$ cat src/rtl/servant_mmcm_drp_ctrl_pkg.sv
// rtl/servant_mmcm_drp_ctrl_pkg.sv - shared types and constants for the MMCM DRP controller
package servant_mmcm_drp_ctrl_pkg;

  typedef enum logic [3:0] {
    S_IDLE,
    S_RST_ON,
    S_RD1,
    S_WR1,
    S_RD2,
    S_WR2,
    S_RELEASE,
    S_WAIT_LOCK,
    S_DONE
  } state_t;

  localparam logic [6:0]  REG1_ADDR = 7'h08;
  localparam logic [6:0]  REG2_ADDR = 7'h09;
  localparam logic [15:0] REG1_KEEP = 16'hF000;
  localparam logic [15:0] REG2_KEEP = 16'hFF3F;

  localparam logic [6:0] DIV_MIN = 7'd1;
  localparam logic [6:0] DIV_MAX = 7'd126;

  function automatic logic div_legal(input logic [6:0] d);
    return (d >= DIV_MIN) && (d <= DIV_MAX);
  endfunction

endpackage

$ cat src/rtl/servant_mmcm_div_enc.sv
// rtl/servant_mmcm_div_enc.sv - CLKOUT divide to HIGH/LOW/EDGE/NO_COUNT field encoder
module servant_mmcm_div_enc (
  input  logic [6:0] i_div,
  output logic [5:0] o_high,
  output logic [5:0] o_low,
  output logic       o_edge,
  output logic       o_no_count
);

  // LOW = d - (d>>1) is the same as (d>>1) + d[0], which stays within 6 bits
  always_comb begin
    o_high     = i_div[6:1];
    o_low      = i_div[6:1] + {5'd0, i_div[0]};
    o_edge     = i_div[0];
    o_no_count = 1'b0;
    if (i_div == 7'd1) begin
      o_high     = 6'd1;
      o_low      = 6'd1;
      o_edge     = 1'b0;
      o_no_count = 1'b1;
    end
  end

endmodule

$ cat src/rtl/servant_mmcm_drp_ctrl.sv
// rtl/servant_mmcm_drp_ctrl.sv - MMCM CLKOUT0 reconfiguration sequencer over DRP
module servant_mmcm_drp_ctrl
  import servant_mmcm_drp_ctrl_pkg::*;
#(
  parameter int DRDY_TIMEOUT = 64,
  parameter int LOCK_TIMEOUT = 65535
) (
  input  logic        i_clk,
  input  logic        i_rst,
  input  logic        i_req,
  input  logic [6:0]  i_div,
  output logic        o_busy,
  output logic        o_done,
  output logic        o_err,
  output logic [6:0]  o_daddr,
  output logic [15:0] o_di,
  input  logic [15:0] i_do,
  output logic        o_den,
  output logic        o_dwe,
  input  logic        i_drdy,
  output logic        o_mmcm_rst,
  input  logic        i_locked,
  output logic        o_rst
);

  localparam int MAX_TO = (DRDY_TIMEOUT > LOCK_TIMEOUT) ? DRDY_TIMEOUT : LOCK_TIMEOUT;
  localparam int CNT_W  = $clog2(MAX_TO + 1);
  localparam logic [CNT_W-1:0] DRDY_LAST = CNT_W'(DRDY_TIMEOUT - 1);
  localparam logic [CNT_W-1:0] LOCK_LAST = CNT_W'(LOCK_TIMEOUT - 1);

  state_t           r_state;
  logic [1:0]       r_sync;
  logic [6:0]       r_div;
  logic [CNT_W-1:0] r_cnt;

  logic       w_locked_s;
  logic [5:0] w_high;
  logic [5:0] w_low;
  logic       w_edge;
  logic       w_no_count;

  assign w_locked_s = r_sync[1];

  servant_mmcm_div_enc u_div_enc (
    .i_div      (r_div),
    .o_high     (w_high),
    .o_low      (w_low),
    .o_edge     (w_edge),
    .o_no_count (w_no_count)
  );

  always_ff @(posedge i_clk or posedge i_rst) begin
    if (i_rst) begin
      r_state    <= S_IDLE;
      r_sync     <= 2'b00;
      r_div      <= 7'd0;
      r_cnt      <= '0;
      o_busy     <= 1'b0;
      o_done     <= 1'b0;
      o_err      <= 1'b0;
      o_daddr    <= 7'd0;
      o_di       <= 16'd0;
      o_den      <= 1'b0;
      o_dwe      <= 1'b0;
      o_mmcm_rst <= 1'b0;
      o_rst      <= 1'b1;
    end else begin
      r_sync <= {r_sync[0], i_locked};
      o_done <= 1'b0;
      case (r_state)
        S_IDLE: begin
          o_rst <= !w_locked_s;
          if (i_req) begin
            r_div  <= i_div;
            o_busy <= 1'b1;
            if (div_legal(i_div)) begin
              o_err   <= 1'b0;
              r_state <= S_RST_ON;
            end else begin
              o_err   <= 1'b1;
              r_state <= S_DONE;
            end
          end
        end

        S_RST_ON: begin
          o_rst      <= 1'b1;
          o_mmcm_rst <= 1'b1;
          o_den      <= 1'b1;
          o_dwe      <= 1'b0;
          o_daddr    <= REG1_ADDR;
          r_cnt      <= '0;
          r_state    <= S_RD1;
        end

        // o_den is high only in the first cycle of a DRP state; i_drdy is ignored there
        S_RD1, S_WR1, S_RD2, S_WR2: begin
          if (o_den) begin
            o_den <= 1'b0;
            o_dwe <= 1'b0;
            r_cnt <= r_cnt + CNT_W'(1);
          end else if (i_drdy) begin
            r_cnt <= '0;
            case (r_state)
              S_RD1: begin
                o_den   <= 1'b1;
                o_dwe   <= 1'b1;
                o_daddr <= REG1_ADDR;
                o_di    <= (i_do & REG1_KEEP) | {4'd0, w_high, w_low};
                r_state <= S_WR1;
              end
              S_WR1: begin
                o_den   <= 1'b1;
                o_dwe   <= 1'b0;
                o_daddr <= REG2_ADDR;
                r_state <= S_RD2;
              end
              S_RD2: begin
                o_den   <= 1'b1;
                o_dwe   <= 1'b1;
                o_daddr <= REG2_ADDR;
                o_di    <= (i_do & REG2_KEEP) | {8'd0, w_edge, w_no_count, 6'd0};
                r_state <= S_WR2;
              end
              default: r_state <= S_RELEASE;
            endcase
          end else if (r_cnt == DRDY_LAST) begin
            o_err      <= 1'b1;
            o_mmcm_rst <= 1'b0;
            r_state    <= S_DONE;
          end else begin
            r_cnt <= r_cnt + CNT_W'(1);
          end
        end

        S_RELEASE: begin
          o_mmcm_rst <= 1'b0;
          r_cnt      <= '0;
          r_state    <= S_WAIT_LOCK;
        end

        S_WAIT_LOCK: begin
          if (w_locked_s) begin
            r_state <= S_DONE;
          end else if (r_cnt == LOCK_LAST) begin
            o_err   <= 1'b1;
            r_state <= S_DONE;
          end else begin
            r_cnt <= r_cnt + CNT_W'(1);
          end
        end

        S_DONE: begin
          o_done  <= 1'b1;
          o_busy  <= 1'b0;
          r_state <= S_IDLE;
        end

        default: begin
          o_busy  <= 1'b0;
          r_state <= S_IDLE;
        end
      endcase
    end
  end

endmodule

$ cat config.mk
export PLATFORM = sky130hd
export DESIGN_NAME = servant_mmcm_drp_ctrl
export DESIGN_NICKNAME = d
export VERILOG_FILES = /design/src/rtl/servant_mmcm_drp_ctrl_pkg.sv /design/src/rtl/servant_mmcm_div_enc.sv /design/src/rtl/servant_mmcm_drp_ctrl.sv
export SDC_FILE = /design/constraint.sdc
export NUM_CORES = 1
export LEC_CHECK = 0
export ABC_AREA = 1
export CORE_UTILIZATION = 30
export DETAILED_ROUTE_END_ITERATION = 16
export GPL_TIMING_DRIVEN = 0
export PLACE_DENSITY = 0.56
export SYNTH_ARGS = -nofsm -noshare
export SYNTH_HDL_FRONTEND = slang
export SYNTH_SLANG_ARGS = --single-unit
$ cat constraint.sdc
create_clock -name i_clk -period 1.83 [get_ports i_clk]
set_input_delay 0.366 -clock i_clk [delete_from_list [all_inputs] [get_ports i_clk]]
set_output_delay 0.366 -clock i_clk [all_outputs]
set_load 0.005 [all_outputs]
# Word-level counts from Yosys, hierarchy flattened
# Cells that the tools add are included.
[word_totals]
register_bits = 59
wordCells = 118
output_inout_bits = 30
in_bits = 28
[classes]
n_eq_ne = 25
add_sub_neg = 2
reduce_logical = 24
bitwise = 4
mux = 48
magnitude_cmp = 2
[ops]
columns = ["cell", "n"]
rows = [
  ["two-way mux 16 bit", 5],
  ["one-hot mux 16 bit (3 select lines)", 1],
  ["one-hot mux 16 bit (2 select lines)", 1],
  ["two-way mux 4 bit", 7],
  ["one-hot mux 7 bit (2 select lines)", 2],
  ["one-hot mux 4 bit (5 select lines)", 1],
  ["AND reduction 4 bit", 5],
  ["two-way mux 1 bit", 19],
  ["adder 16 x 1 -> 16 bit, second input constant", 1],
  ["equality test 16 bit, second input constant", 1],
  ["equality test 16 x 6 -> 1 bit, second input constant", 1],
  ["equality test 4 x 3 -> 1 bit, second input constant", 4],
  ["!= test 2 bit, second input constant", 8],
  ["OR 16 x 12 -> 16 bit", 1],
  ["OR 16 x 8 -> 16 bit", 1],
  ["two-way mux 7 bit", 2],
  ["two-way mux 6 bit", 2],
  ["!= test 3 bit, second input constant", 4],
  ["one-hot mux 1 bit (2 select lines)", 5],
  ["one-hot mux 3 bit (3 select lines)", 1],
  ["nonzero test 3 bit", 3],
  ["equality test 4 x 2 -> 1 bit, second input constant", 2],
  ["!= test 4 bit, second input constant", 2],
  ["equality test 7 x 1 -> 1 bit, second input constant", 1],
  ["18 further kinds", 25],
]

# Logic depth before layout (Yosys ltp)
[logic_depth]
depth_word = 6
ltp_mapped = 13
mapped_depth_nobuf = 12

# Cells and area by module
# From an unflattened synthesis, not the netlist that was laid out.
[unflattened]
hier_cells = 458
area_unflattened_um2 = 3378.2
[modules_own_cells]
columns = ["mod", "area_per_inst_um2", "cells_per_inst", "seq_area_each_um2", "n_inst"]
rows = [
  ["servant_mmcm_drp_ctrl", 3189.3, 421, 1352.5, 1],
  ["servant_mmcm_div_enc", 188.9, 37, 0.0, 1],
]

# Least setup slack after synthesis
# No wires, ideal clock.
[synth_path]
kind = "reg-to-reg"
from = "register r_cnt[0]"
to = "register r_cnt[10]"
stages_incl_launch_ff = 12
slack_ns = 0.156
synth_period_minus_slack_ns = 1.674
required_time_ns = 1.714
t_arrival_ns = 1.558
n_path_buf = 1
setup_time_ns = 0.116
cell_sequence = "dfrtp_1 > ha_1 > nand3_4 > nor2_4 > inv_2 > nor2_4 > nand2_4 > nand2_4 > inv_2 > buf_6 > nand2_1 > nand2_1"
[synth_between]
elab_chain_cells = 5
word_cells_on_any_way = 12
cone_classes = "add/sub: 1; eq/ne: 4; mux: 6; reduce/logical: 1"
[synth_rtl]
columns = ["element", "line", "text"]
rows = [
  ["start: declaration", "servant_mmcm_drp_ctrl.sv:34", "logic [CNT_W-1:0] r_cnt;"],
  ["start signal: assignment", "servant_mmcm_drp_ctrl.sv:101", "r_cnt <= r_cnt + CNT_W'(1);"],
  ["start signal: assignment", "servant_mmcm_drp_ctrl.sv:132", "r_cnt <= r_cnt + CNT_W'(1);"],
  ["start signal: assignment", "servant_mmcm_drp_ctrl.sv:149", "r_cnt <= r_cnt + CNT_W'(1);"],
  ["adder 16 x 1 -> 16 bit", "servant_mmcm_drp_ctrl.sv:101, servant_mmcm_drp_ctrl.sv:132, servant_mmcm_drp_ctrl.sv:149", ""],
  ["two-way mux 16 bit", "servant_mmcm_drp_ctrl.sv:127", "end else if (r_cnt == DRDY_LAST) begin"],
  ["two-way mux 16 bit", "servant_mmcm_drp_ctrl.sv:102", "end else if (i_drdy) begin"],
  ["two-way mux 16 bit", "servant_mmcm_drp_ctrl.sv:98", "if (o_den) begin"],
  ["one-hot mux 16 bit (3 select lines)", "servant_mmcm_drp_ctrl.sv:70", "case (r_state)"],
]
# Parallel ways exist; a longest one is shown, timed or not. The select of a mux whose other input is x is not followed.
# A chain may end at the register's enable or synchronous reset.

# Worst setup path in the final report
[layout_path]
from = "register o_den"
to = "output port o_den"
[layout_lines]
columns = ["element", "line", "text"]
rows = [
  ["start: declaration", "servant_mmcm_drp_ctrl.sv:18", "output logic o_den,"],
  ["start signal: assignment", "servant_mmcm_drp_ctrl.sv:63", "o_den <= 1'b0;"],
  ["start signal: assignment", "servant_mmcm_drp_ctrl.sv:89", "o_den <= 1'b1;"],
  ["start signal: assignment", "servant_mmcm_drp_ctrl.sv:99", "o_den <= 1'b0;"],
]
# No word-level cell between the ends.

==> metrics.cfg <==
[placement]
place_area_mm2=0.00414
gp_congestion=0.891
pre_cts_ws_ns=-0.339
numPortBuffers=50
dp_hpwl_um=6760
dp_cells=675

[final_layout]
design_area_mm2=0.00439
final_cells=690
syn_to_final_growth_pct=28.0
drive_above_1_share_pct=13.6
layout.nets=582
diodes=0
multi_input_area_mm2=0.00183
fillers=1165
area.sequential_mm2=0.00136

[grt]
grt_pass1_wl_um=15100
grt.overflow.total=0
grt_pass1_vias=3127
grt_start_max_net_pins=39
antenna_found_initial=0
grt_util_all_layers_pct=16.2

[clocking]
clk_path_buf_depth=2
cts.sinks=54
insertion_delay_ns=0.29
root_buffer=clkbuf_16
holdBufCountCts=0
cts_tree=yes
numCtsBuffers=5
h-tree-depth=2
cts.reportedPaths.clkPinSlew_ns=0.07

[setup_path]
crit_path_end_kind=output port
startpoint_type=register
cpMaxStageDelayCell=clkdlybuf4s50_1
crit_fanout=8
cp_cell_sequence=clkdlybuf4s50_1
path_buf_inv=1
path_delay_family=buffers and inverters
arrival_ns=1.38
required_ns=1.46
cp_slowest_stage_delay_ns=0.57
worst-setup-path-type=register to output port

[synthesis]
synthTopCellsByCount=nand2_1 (168), dfrtp_1 (53), inv_1 (44)
yosysSeqAreaShare_pct=39.5
async_reset_ff_share_pct=100
synth.most_common_cell=nand2_1
synth_cell_types=38
synthTopCellsByArea=dfrtp_1 (39%), nand2_1 (18%), o21ai_0 (5.4%)
ys_warn_count=0
syn_inst=480
ys_ff_latch=54
synth_top_area_share_pct=38.7
synth_top_area_cell=dfrtp_1
synth_edf_count=0
synth-main-ff-cell=dfrtp_1
syn_area_mm2=0.00343
synth_area_per_cell_um2=7.14

[floorplanning]
die_w_um=109
die_h_um=109
initial_utilization_pct=31.2
ios=58
core_mm2=0.0110
rows=38
die_area_mm2=0.0119

[job]
drv_cap=0

[pwr]
ir_drop_mv=0.799
total_power_uw=5970
p_per_area_mw_per_mm2=1360
p_leak_uw=0.00214

[sta]
fin_tns_setup_ns=0
clock_skew_ns=0.00435
hold_viol_final=0
layout_worst_path_cycle_share_pct=95.7
min_period_ns=1.75
drv_slew=0
rsz0062_at_grt=yes
fin_ws_ns=0.0794
fmax_ghz=0.571
setup_viol=0

[min_path]
min_path_type=register to register

[routing]
drc_errors=0
drt_iter0_markers=191
num_vias=3230
first_pass_iters=4
via_per_inst=4.68
routedWlPerCell_um=12.7
postRouteWirelength_um=8760
drt.antenna.violating_nets=0

[status]
outcome=complete, no violations

[routing by layer]
layer  up-vias  part of all wire (%)  GRT usage (%)
li1       1661                     -              -
met1      1497                    49           22.8
met3         8                   4.3           2.03
met5         -                     0              0
met4         0                  0.97           4.83
met2        64                    46           25.9
[cell families after synthesis]
logic type	Yosys count	synth area share, %
fa+ha+maj	5	1.82
flops	54	39.5
xor+xnor	8	2.04
compound gates	68	11.8
simple gates	274	35.5
mux	2	0.620
buf+inv	68	8.65
other cells	1	0.109
[flip-flops by register name, indices dropped and copies added, names as in the netlist, 2 cells and up]
name,count
r_state,4
o_daddr,2
o_di,16
r_sync,2
r_div,7
r_cnt,16
[final timing paths]
kind	slack, ns	from	endpoint	cells after the start
max in group asynchronous	0.86	i_rst	o_rst$_DFFE_PP1P_	3
worst max-delay path	0.08	o_den$_DFFE_PP0P_	o_den	1
worst max register to register	0.10	r_cnt[0]$_DFFE_PP0P_	r_cnt[15]$_DFFE_PP0P_	12
worst min-delay path	0.36	r_sync[0]$_DFF_PP0_	r_sync[1]$_DFF_PP0_	0
worst min register to register	0.36	r_sync[0]$_DFF_PP0_	r_sync[1]$_DFF_PP0_	0
min in group asynchronous	0.38	i_rst	r_cnt[6]$_DFFE_PP0P_	2
[layout make-up]
cell class                 instances  area share, %
buffer                            17           2.48
clock buffer                       7           3.25
sequential                        54           30.9
timing repair buffer              58           13.1
tap                              140           3.99
clock inverter                     1          0.200
multi-input combinational        362           41.7
inverter                          51           4.36
[layout by cell type (no fill, tap or decap), types with 8 or more instances in the layout]
master           synthesis  routed
nand3_1                 32      31
nor2_1                  36      34
inv_1                   44      40
clkdlybuf4s50_1          0      50
nand4_1                  8       8
nand2_1                168     168
inv_2                    6      10
nor2_4                   7      10
dfrtp_1                 53      49
buf_4                    6      13
o21ai_0                 37      37
[where the power goes]
part | total, µW | internal, µW | switching (µW) | leakage (µW)
logic | 3020 | 1320 | 1700 | 0.00138
clock network | 974 | 551 | 423 | 0.0000745
registers | 1970 | 1590 | 381 | 0.000684
total | 5970 | 3470 | 2500 | 0.00214
[per-stage QoR]
stage / hold slack (ns) / util (%)
after floorplan: 0.331 / -
after global placement: 0.335 / 37.5
after detailed placement: 0.346 / 37.7
after CTS: 0.363 / 39.2
after global routing: 0.363 / 40.0
final: 0.360 / 40.0
[timing repair]
action                                  4_1_cts  5_1_grt
setup buffers                                 0        7
pin swaps                                     0        4
hold endpoints to repair                      0        0
endpoints found under the setup margin       15       32
gates resized for setup                       4       16
(Power assumes the default switching activity.)
